[config.mk]
export PLATFORM = sky130hd
export DESIGN_NAME = ex_operand_issue
export DESIGN_NICKNAME = d
export VERILOG_FILES = /design/src/rtl/ex_operand_issue.sv
export SDC_FILE = /design/constraint.sdc
export NUM_CORES = 1
export LEC_CHECK = 0
export CORE_ASPECT_RATIO = 1.4
export CORE_MARGIN = 2
export CORE_UTILIZATION = 29
export CTS_BUF_LIST = sky130_fd_sc_hd__clkbuf_16
export DETAILED_ROUTE_END_ITERATION = 16
export PLACE_DENSITY = 0.65
export SLEW_MARGIN = 0
export SYNTH_ARGS = -nofsm -noshare
export SYNTH_HDL_FRONTEND = slang
export SYNTH_SLANG_ARGS = --single-unit
[constraint.sdc]
create_clock -name clk -period 4.8 [get_ports clk]
set_input_delay 0.72 -clock clk [delete_from_list [all_inputs] [get_ports clk]]
set_output_delay 0.72 -clock clk [all_outputs]
set_load 0.05 [all_outputs]
[src/rtl/ex_operand_issue.sv]
// ID/EX stage: registers the decoded instruction, forwards ALU operands from
// EX/MEM and MEM/WB, detects load-use hazards and inserts bubbles on flush/stall.
module ex_operand_issue #(
    parameter int unsigned WIDTH = 32,
    parameter int unsigned RBITS = 5
) (
    input  logic             clk,
    input  logic             rst,
    input  logic             id_valid,
    input  logic [WIDTH-1:0] id_rs_data,
    input  logic [WIDTH-1:0] id_rt_data,
    input  logic [WIDTH-1:0] id_imm,
    input  logic [RBITS-1:0] id_rs,
    input  logic [RBITS-1:0] id_rt,
    input  logic [RBITS-1:0] id_rd,
    input  logic [5:0]       id_funct,
    input  logic [4:0]       id_shamt,
    input  logic [1:0]       id_op,
    input  logic             id_alu_src_imm,
    input  logic             id_reg_dst,
    input  logic             id_reg_write,
    input  logic             id_mem_read,
    input  logic             id_mem_write,
    input  logic             flush,
    input  logic             exmem_reg_write,
    input  logic [RBITS-1:0] exmem_rd,
    input  logic [WIDTH-1:0] exmem_result,
    input  logic             memwb_reg_write,
    input  logic [RBITS-1:0] memwb_rd,
    input  logic [WIDTH-1:0] memwb_result,
    output logic             stall,
    output logic [5:0]       ex_funct,
    output logic [1:0]       ex_op,
    output logic [4:0]       ex_shamt,
    output logic [WIDTH-1:0] ex_src1,
    output logic [WIDTH-1:0] ex_src2,
    output logic [WIDTH-1:0] ex_store_data,
    output logic [RBITS-1:0] ex_dest,
    output logic             ex_valid,
    output logic             ex_reg_write,
    output logic             ex_mem_read,
    output logic             ex_mem_write
);

    logic             valid_q;
    logic             reg_write_q;
    logic             mem_read_q;
    logic             mem_write_q;
    logic             alu_src_imm_q;
    logic [5:0]       funct_q;
    logic [1:0]       op_q;
    logic [4:0]       shamt_q;
    logic [RBITS-1:0] rs_q;
    logic [RBITS-1:0] rt_q;
    logic [RBITS-1:0] dest_q;
    logic [WIDTH-1:0] rs_val_q;
    logic [WIDTH-1:0] rt_val_q;
    logic [WIDTH-1:0] imm_q;

    logic             hz;
    logic             load;
    logic [WIDTH-1:0] rs_cap;
    logic [WIDTH-1:0] rt_cap;
    logic [WIDTH-1:0] fwd_a;
    logic [WIDTH-1:0] fwd_b;

    // Load-use hazard: the load in EX writes a register the ID instruction reads.
    always_comb begin
        hz = valid_q & mem_read_q & (dest_q != '0) & id_valid &
             ((dest_q == id_rs) | (dest_q == id_rt));
    end

    assign stall = hz & ~flush;
    // Invalid decode slots are captured as zeroed bubbles too.
    assign load  = id_valid & ~flush & ~hz;

    // Same-cycle register-file write: take the WB value instead of stale read data.
    always_comb begin
        rs_cap = id_rs_data;
        rt_cap = id_rt_data;
        if (memwb_reg_write && (memwb_rd != '0) && (memwb_rd == id_rs)) begin
            rs_cap = memwb_result;
        end
        if (memwb_reg_write && (memwb_rd != '0) && (memwb_rd == id_rt)) begin
            rt_cap = memwb_result;
        end
    end

    // ID/EX register: reset and bubbles clear every field, otherwise capture.
    always_ff @(posedge clk) begin
        if (rst || !load) begin
            valid_q       <= 1'b0;
            reg_write_q   <= 1'b0;
            mem_read_q    <= 1'b0;
            mem_write_q   <= 1'b0;
            alu_src_imm_q <= 1'b0;
            funct_q       <= '0;
            op_q          <= '0;
            shamt_q       <= '0;
            rs_q          <= '0;
            rt_q          <= '0;
            dest_q        <= '0;
            rs_val_q      <= '0;
            rt_val_q      <= '0;
            imm_q         <= '0;
        end else begin
            valid_q       <= 1'b1;
            reg_write_q   <= id_reg_write;
            mem_read_q    <= id_mem_read;
            mem_write_q   <= id_mem_write;
            alu_src_imm_q <= id_alu_src_imm;
            funct_q       <= id_funct;
            op_q          <= id_op;
            shamt_q       <= id_shamt;
            rs_q          <= id_rs;
            rt_q          <= id_rt;
            dest_q        <= id_reg_dst ? id_rd : id_rt;
            rs_val_q      <= rs_cap;
            rt_val_q      <= rt_cap;
            imm_q         <= id_imm;
        end
    end

    // Operand forwarding: EX/MEM is newer than MEM/WB; r0 is never forwarded.
    always_comb begin
        fwd_a = rs_val_q;
        fwd_b = rt_val_q;
        if (exmem_reg_write && (exmem_rd != '0) && (exmem_rd == rs_q)) begin
            fwd_a = exmem_result;
        end else if (memwb_reg_write && (memwb_rd != '0) && (memwb_rd == rs_q)) begin
            fwd_a = memwb_result;
        end
        if (exmem_reg_write && (exmem_rd != '0) && (exmem_rd == rt_q)) begin
            fwd_b = exmem_result;
        end else if (memwb_reg_write && (memwb_rd != '0) && (memwb_rd == rt_q)) begin
            fwd_b = memwb_result;
        end
    end

    assign ex_src1       = fwd_a;
    assign ex_src2       = alu_src_imm_q ? imm_q : fwd_b;
    assign ex_store_data = fwd_b;
    assign ex_funct      = funct_q;
    assign ex_op         = op_q;
    assign ex_shamt      = shamt_q;
    assign ex_dest       = dest_q;
    assign ex_valid      = valid_q;
    assign ex_reg_write  = reg_write_q;
    assign ex_mem_read   = mem_read_q;
    assign ex_mem_write  = mem_write_q;

endmodule

# Word level (Yosys, flattened, before mapping)
# Cells that the tools add are included.
# W data, S select, Z words.
[word_totals]
word_cells = 54
ramBits = 0
out_inout_bits = 119
memories = 0
latchBits = 0
reg_bits = 129
rom_bits = 0
in_bits = 209
[classes]
n_eq_ne = 8
shift = 0
n_mul = 0
mux = 9
add_sub_neg = 0
bitwise = 10
magnitude_cmp = 0
reduce_logical = 13
div = 0
[op_table]
columns = ["operator", "count"]
rows = [
  ["$mux W32", 7],
  ["$eq A5 B5 Y1", 8],
  ["$reduce_bool A5 Y1", 3],
  ["$logic_and A1 B1 Y1", 8],
  ["$and A1 B1 Y1", 7],
  ["$mux W5", 1],
  ["$not A1 Y1", 2],
  ["$logic_not A1 Y1", 1],
  ["$logic_or A1 B1 Y1", 1],
  ["$mux W1", 1],
  ["$or A1 B1 Y1", 1],
]

# Depth between registers and ports, before layout
[depth]
word_depth = 9
mapped_depth = 8
ltp_nobuf = 6

# Worst setup path before layout
# No wires, ideal clock.
[synth_timing]
path_type = "input to output"
from = "input memwb_rd[1]"
to = "output ex_src2[10]"
required_time_ns = 4.080
path_slack_ns = 0.757
path_stages = 7
t_arrival_ns = 3.323
n_path_buf = 2
path_cell_list = "buf_2 or4_4 o211ai_2 buf_4 o21ai_1 a31oi_1 mux2_1"
[synth_between]
elab_chain_len = 6
word_cells_on_any_way = 7
cone_classes = "1 x eq/ne; 3 x mux; 3 x reduce/logical"
[synth_rtl]
columns = ["element", "line", "source"]
rows = [
  ["start, declared", "29", "input logic [RBITS-1:0] memwb_rd,"],
  ["$reduce_bool A5 Y1", "135", "end else if (memwb_reg_write && (memwb_rd != '0) && (memwb_rd == rt_q)) begin"],
  ["$logic_and A1 B1 Y1", "135", ""],
  ["$logic_and A1 B1 Y1 (*)", "135", ""],
  ["$mux W32 (*)", "135", ""],
  ["$mux W32 (*)", "133", "if (exmem_reg_write && (exmem_rd != '0) && (exmem_rd == rt_q)) begin"],
  ["via ex_store_data[10]", "37", "output logic [WIDTH-1:0] ex_store_data,"],
  ["$mux W32 (*)", "141", "assign ex_src2 = alu_src_imm_q ? imm_q : fwd_b;"],
  ["end, declared", "36", "output logic [WIDTH-1:0] ex_src2,"],
]
# Mark *: on every way through the listed nets, which the timed path passes. The rest lies on a longest branch.

# Worst setup path in the final report
[layout_timing]
from = "input exmem_rd[1]"
to = "output ex_src2[26]"
[layout_between]
elab_chain_len = 5
word_cells_on_any_way = 6
cone_classes = "1 x eq/ne; 2 x mux; 3 x reduce/logical"
[layout_rtl]
columns = ["element", "line", "source"]
rows = [
  ["start, declared", "26", "input logic [RBITS-1:0] exmem_rd,"],
  ["$reduce_bool A5 Y1", "133", ""],
  ["$logic_and A1 B1 Y1", "133", ""],
  ["$logic_and A1 B1 Y1 (*)", "133", ""],
  ["$mux W32 (*)", "133", ""],
  ["$mux W32 (*)", "141", ""],
]
# Mark *: on every way between the ends. The rest lies on a longest branch, timed or not.

==> impl_metrics.sql <==
INSERT INTO impl_metrics (metric_group, metric, value, unit) VALUES
('global_route', 'groute.layer.met1.usage', '24.3', '%'),
('clocking', 'cts_tree', 'done', ''),
('synth', 'post_synth_main_area_contributors', 'sky130_fd_sc_hd__dfxtp_1 (40%), sky130_fd_sc_hd__mux2i_1 (11%), sky130_fd_sc_hd__a31oi_1 (6.2%)', ''),
('synth', 'ys_dominant_reg_cell', 'sky130_fd_sc_hd__dfxtp_1', ''),
('routing', 'detail_route.iter0.violations', '299', ''),
('cells_and_area', 'finish.instance_area', '0.0106', 'mm2'),
('sta', 'hold_violations', '0', ''),
('critical_path', 'worstSetupEndpointType', 'primary output', ''),
('global_route', 'vias_in_the_first_global_route', '6550', ''),
('sta', 'finalSetupTns', '0', 'ns'),
('sta', 'fin_worst_hold_slack', '0.851', 'ns'),
('placed_design', 'detailedPlace.worstSlack', '0.558', 'ns'),
('sta', 'maxSlewHeadroom', '35.7', '%'),
('global_route', 'maximum_number_of_pins_on_one_net_before_global_route_repair', '70', ''),
('synth', 'synth_seq_area_share', '40.2', '%'),
('sta', 'final-setup-viol-count', '0', ''),
('placed_design', 'dpl-instance-area', '0.0101', 'mm2'),
('die', 'num_rows', '64', ''),
('sta', 'timing.fmax', '234', 'MHz'),
('global_route', 'met2_usage', '39.9', '%'),
('global_route', 'grt_first_pass_wirelength', '38400', 'um'),
('synth', 'post-synth-top-area-cell', 'sky130_fd_sc_hd__dfxtp_1', ''),
('global_route', 'grt.busiest_layer', 'met2', ''),
('sta', 'max_slew.worst_pin.slew', '0.963', 'ns'),
('clocking', 'postCtsSetupRepairBufs', '0', ''),
('clocking', 'holdBufCountCts', '0', ''),
('cells_and_area', 'area_growth_syn_to_layout', '65.4', '%'),
('synth', 'area_fraction_of_the_dominant_cell_type_after_synthesis', '40.2', '%'),
('routing', 'route.final.wire_length', '26000', 'um'),
('outcome', 'run_status', 'complete, no violations', ''),
('critical_path', 'r2r-start', 'ex_dest[1]', ''),
('synth', 'synthTopCellsByCount', 'sky130_fd_sc_hd__dfxtp_1 (129), sky130_fd_sc_hd__nor2_1 (103), sky130_fd_sc_hd__mux2i_1 (69)', ''),
('routing', 'drt_drc_violations_left', '0', ''),
('sta', 'period_needed', '4.28', 'ns'),
('clocking', 'path_clk_slew', '0.05', 'ns'),
('critical_path', 'path_depth_of_the_worst_reg2reg_path', '5', ''),
('sta', 'fin_crit_sh', '89.1', '%'),
('pwr', 'static_leakage', '0.00404', 'uW'),
('critical_path', 'crit_type', 'in2out', ''),
('cells_and_area', 'fillCellCount', '2110', ''),
('critical_path', 'critical_path.max_fanout', '32', ''),
('sta', 'grt_setup_unrepaired', 'false', ''),
('critical_path', 'worstPathRequired', '4.08', 'ns'),
('clocking', 'cts-root-buf', 'sky130_fd_sc_hd__clkbuf_16', ''),
('routing', 'route.vias.total', '6591', ''),
('critical_path', 'timing.critical_path.arrival', '3.56', 'ns'),
('routing', 'drtPass1Iterations', '4', ''),
('pwr', 'vdd_drop_max', '220', 'uV'),
('die', 'die_h', '180', 'um'),
('global_route', 'grt_util_all_layers', '21.9', '%'),
('run', 'max_cap_violations', '0', ''),
('clocking', 'h-tree-depth', '4', ''),
('clocking', 'clock_insertion_delay_worst_skew', '0.43', 'ns'),
('cells_and_area', 'layout.core_utilization', '48.8', '%'),
('synth', 'mappedNetlistNets', '960', ''),
('routing', 'detail_route.vias_per_cell', '4.85', ''),
('synth', 'synth-async-reset-ratio', '0', '%'),
('global_route', 'initial_antenna_violation_count', '0', ''),
('pwr', 'power_density', '278', 'mW/mm2'),
('synth', 'ys_ff_latch', '129', ''),
('synth', 'netlist_instances', '751', ''),
('clocking', 'cts_num_sinks', '129', ''),
('critical_path', 'r2r_end', 'imm_q[4]', ''),
('critical_path', 'r2r_slack', '2.46', 'ns'),
('routing', 'routedWlPerCell', '19.1', 'um'),
('placed_design', 'dp_hpwl', '18600', 'um'),
('clocking', 'cts-buffers-inserted', '17', ''),
('synth', 'synth_cell_types', '36', ''),
('critical_path', 'timing.critical_path.to', 'ex_src2[26]', ''),
('cells_and_area', 'post_route_cells_drive_above_1_share', '16.9', '%'),
('sta', 'layout_setup_ws', '0.521', 'ns');
## cells in the final DEF, fill, tap and decap left out, drive strengths merged, types with 4 or more instances in the layout
cell,n
nor3,35
clkdlybuf4s50,231
and2,59
mux2i,69
buf,112
nand3,36
xor2,23
mux2,32
or4,4
clkinv,6
nor2,103
clkbuf,17
inv,7
xnor2,17
a31oi,64
o21ai,35
dfxtp,129
nand2,64
## where the power goes
part	switching (uW)	internal, uW	total [uW]
clock	471	687	1160
sequential	13.6	1100	1110
combinational	361	316	678
## how the worst min path moves through the flow
stage,startpoint,cells past startpoint,end
after CTS,id_alu_src_imm,2,alu_src_imm_q
after detailed placement,ex_valid,4,ex_dest[3]
after global routing,id_alu_src_imm,2,alu_src_imm_q
after floorplan,id_alu_src_imm,1,alu_src_imm_q
final,id_alu_src_imm,2,alu_src_imm_q
after global placement,ex_valid,4,ex_dest[3]
## registers in the layout (all words and copies together) (netlist names)
signal and count:
alu_src_imm_q 1, ex_dest 5, ex_funct 6, ex_mem_read 1
ex_mem_write 1, ex_op 2, ex_reg_write 1, ex_shamt 5
ex_valid 1, imm_q 32, rs_q 5, rs_val_q 32
rt_q 5, rt_val_q 32
## final cells by class
cell class / count / area, um2 / area share [%]
diodes: 1 / 2.50 / 0.0236
clock buffers: 17 / 425 / 4.01
clock inverters: 14 / 87.6 / 0.825
inverters: 1 / 3.75 / 0.0353
multi-input cells: 556 / 3580 / 33.7
flip-flops and latches: 129 / 2580 / 24.3
well taps: 297 / 372 / 3.50
repair buffers: 343 / 3570 / 33.6
## layer usage
layer  vias up  part of all wire, %
met1      3122                   38
met4         0                  2.2
met2       248                   53
met5         -                    0
met3        36                  6.7
li1       3185                    -
## per-stage QoR
stage	cells	total power, uW
global placement	1326	1810
global route	1357	3060
finish	1358	2950
floorplan	751	1450
detailed placement	1326	1820
CTS	1357	2980
## worst max-delay path, cell delays in order
cell,delay [ns]
sky130_fd_sc_hd__clkdlybuf4s50_1,0.47
sky130_fd_sc_hd__or4_4,0.58
sky130_fd_sc_hd__o211ai_4,0.17
sky130_fd_sc_hd__or2_2,0.67
sky130_fd_sc_hd__a31oi_1,0.37
sky130_fd_sc_hd__mux2_2,0.36
sky130_fd_sc_hd__buf_4,0.19
## logic make-up after synthesis
kind of cell	after synthesis	share of synthesized area, %
and+or+nand+nor	310	23.1
DFF	129	40.2
AOI/OAI and AO/OA	105	9.88
muxes	101	16.4
buffers and inverters	66	5.01
xor gates and xnor gates	40	5.46
Power figures use the tool's default switching activity.
==> RTL edit: new RTL, same flow settings <==
Set the parameter `RBITS` to 7 (it was 5).
--- a/src/rtl/ex_operand_issue.sv
+++ b/src/rtl/ex_operand_issue.sv
@@ -4,3 +4,3 @@
     parameter int unsigned WIDTH = 32,
-    parameter int unsigned RBITS = 5
+    parameter int unsigned RBITS = 7
 ) (
Ports: changed (6 resized); port bits go from 328 to 340. The function was not compared with the original's and may differ.
==> RTL edit against the unedited design <==
  * Area after synthesis increased by 11%
  * Register-to-register slack improved by 0.18 ns
  * Worst setup slack got worse by 0.13 ns
  * Wire length increased by 3.1%
  * Sequential cell count increased by 6
  * Synthesized cell count increased by 4.4%
  * Total power increased by 2.8%
  * Via count increased by 2.4%
  * Count of clock-buffer cells in the layout unchanged
  * Cell area increased by 7.1%
  * Clock power increased by 11%
  * Combinational power decreased by 16%
  * Largest cell class unchanged
==> RTL edit: results (changes against the unedited design) <==
Final layout
  – Layout cells sized above 1: 18.4% (+1.5 points)
  – Final Non-Filler Cells: 1,423 (+4.8%)

Synthesis
  – Syn Nets: 1,003 (+4.5%)
  – Synth top area cells: dfxtp_1, mux2i_1, and2_1
  – Post-synthesis mux area share: 14.4% (-1.9 points)
  – Most frequent cells after synthesis: nor2_1, dfxtp_1, mux2i_1, and2_1, nand2_1

GRT
  – Initial antenna violation count: 1 (+1)
  – Routing usage on met2: 37.2% (-2.7 points)
  – First-pass GRT wire length: 40,100 µm (+4.4%)
  – Tot GR Track Use: 20.6% (-1.3 points)
  – Largest net degree at the start of global routing: 72 (+2.9%)
  – GRT met1 Usage: 22.2% (-2.1 points)
  – Vias in the first global route: 7,084 (+8.2%)

Pwr
  – Combinational Power: 0.572 mW (-16%)
  – Sw power: 0.790 mW (-6.6%)
  – Clk pwr share: 42.5% (+3.2 points)
  – Comb pwr share: 18.9% (-4.1 points)
  – VDD IR max: 0.000233 V (+6.3%)

Routing
  – Routed met2 length: 14,000 µm (+2.0%)
  – WL final: 26,800 µm (+3.1%)
  – Routed length on met1: 10,200 µm (+2.9%)
  – Initial DRC Count: 143 (-52%)

STA
  – Max-slew headroom: 25.7% (-10 points)

Setup path
  – Crit Path Max Fanout: 17 (-47%)

Placement
  – Buffers on Ports: 339 (+3.7%)
  – Pre-CTS WS: 0.431 ns (-0.126 ns)
  – Detailed placer's ending HPWL: 19,700 µm (+5.9%)

Status
  – Status: complete, no violations
[RTL edit: final cells by class]
type                       count  area (µm²)
antenna                        1        2.50
timing repair buffer         353        3520
clock buffer                  17         425
clock inverter                14         145
tap                          315         394
multi-input combinational    587        4170
inverter                       1        3.75
sequential                   135        2710
fill                        2361       13000
[RTL edit: path summary, 6_finish.rpt]
check / start / endpoint / slack, ns / cells after the start
setup / recovery: exmem_rd[1] / ex_src2[31] / 0.39 / 8
setup reg to reg: ex_dest[3]$_SDFF_PP0_ / ex_shamt[4]$_SDFF_PP0_ / 2.64 / 5
hold reg to reg: ex_mem_read$_SDFF_PP0_ / ex_dest[5]$_SDFF_PP0_ / 1.26 / 5
hold / removal: id_alu_src_imm / alu_src_imm_q$_SDFF_PP0_ / 0.84 / 2
[RTL edit: kinds of logic (layout without fill, tap and decap cells)]
kind of cell / Yosys count / after routing
xor+xnor: 56 / 56
other cells: 0 / 1
buf+inv: 62 / 385
compound gates: 101 / 101
simple gates: 327 / 327
mux: 103 / 103
flops: 135 / 135
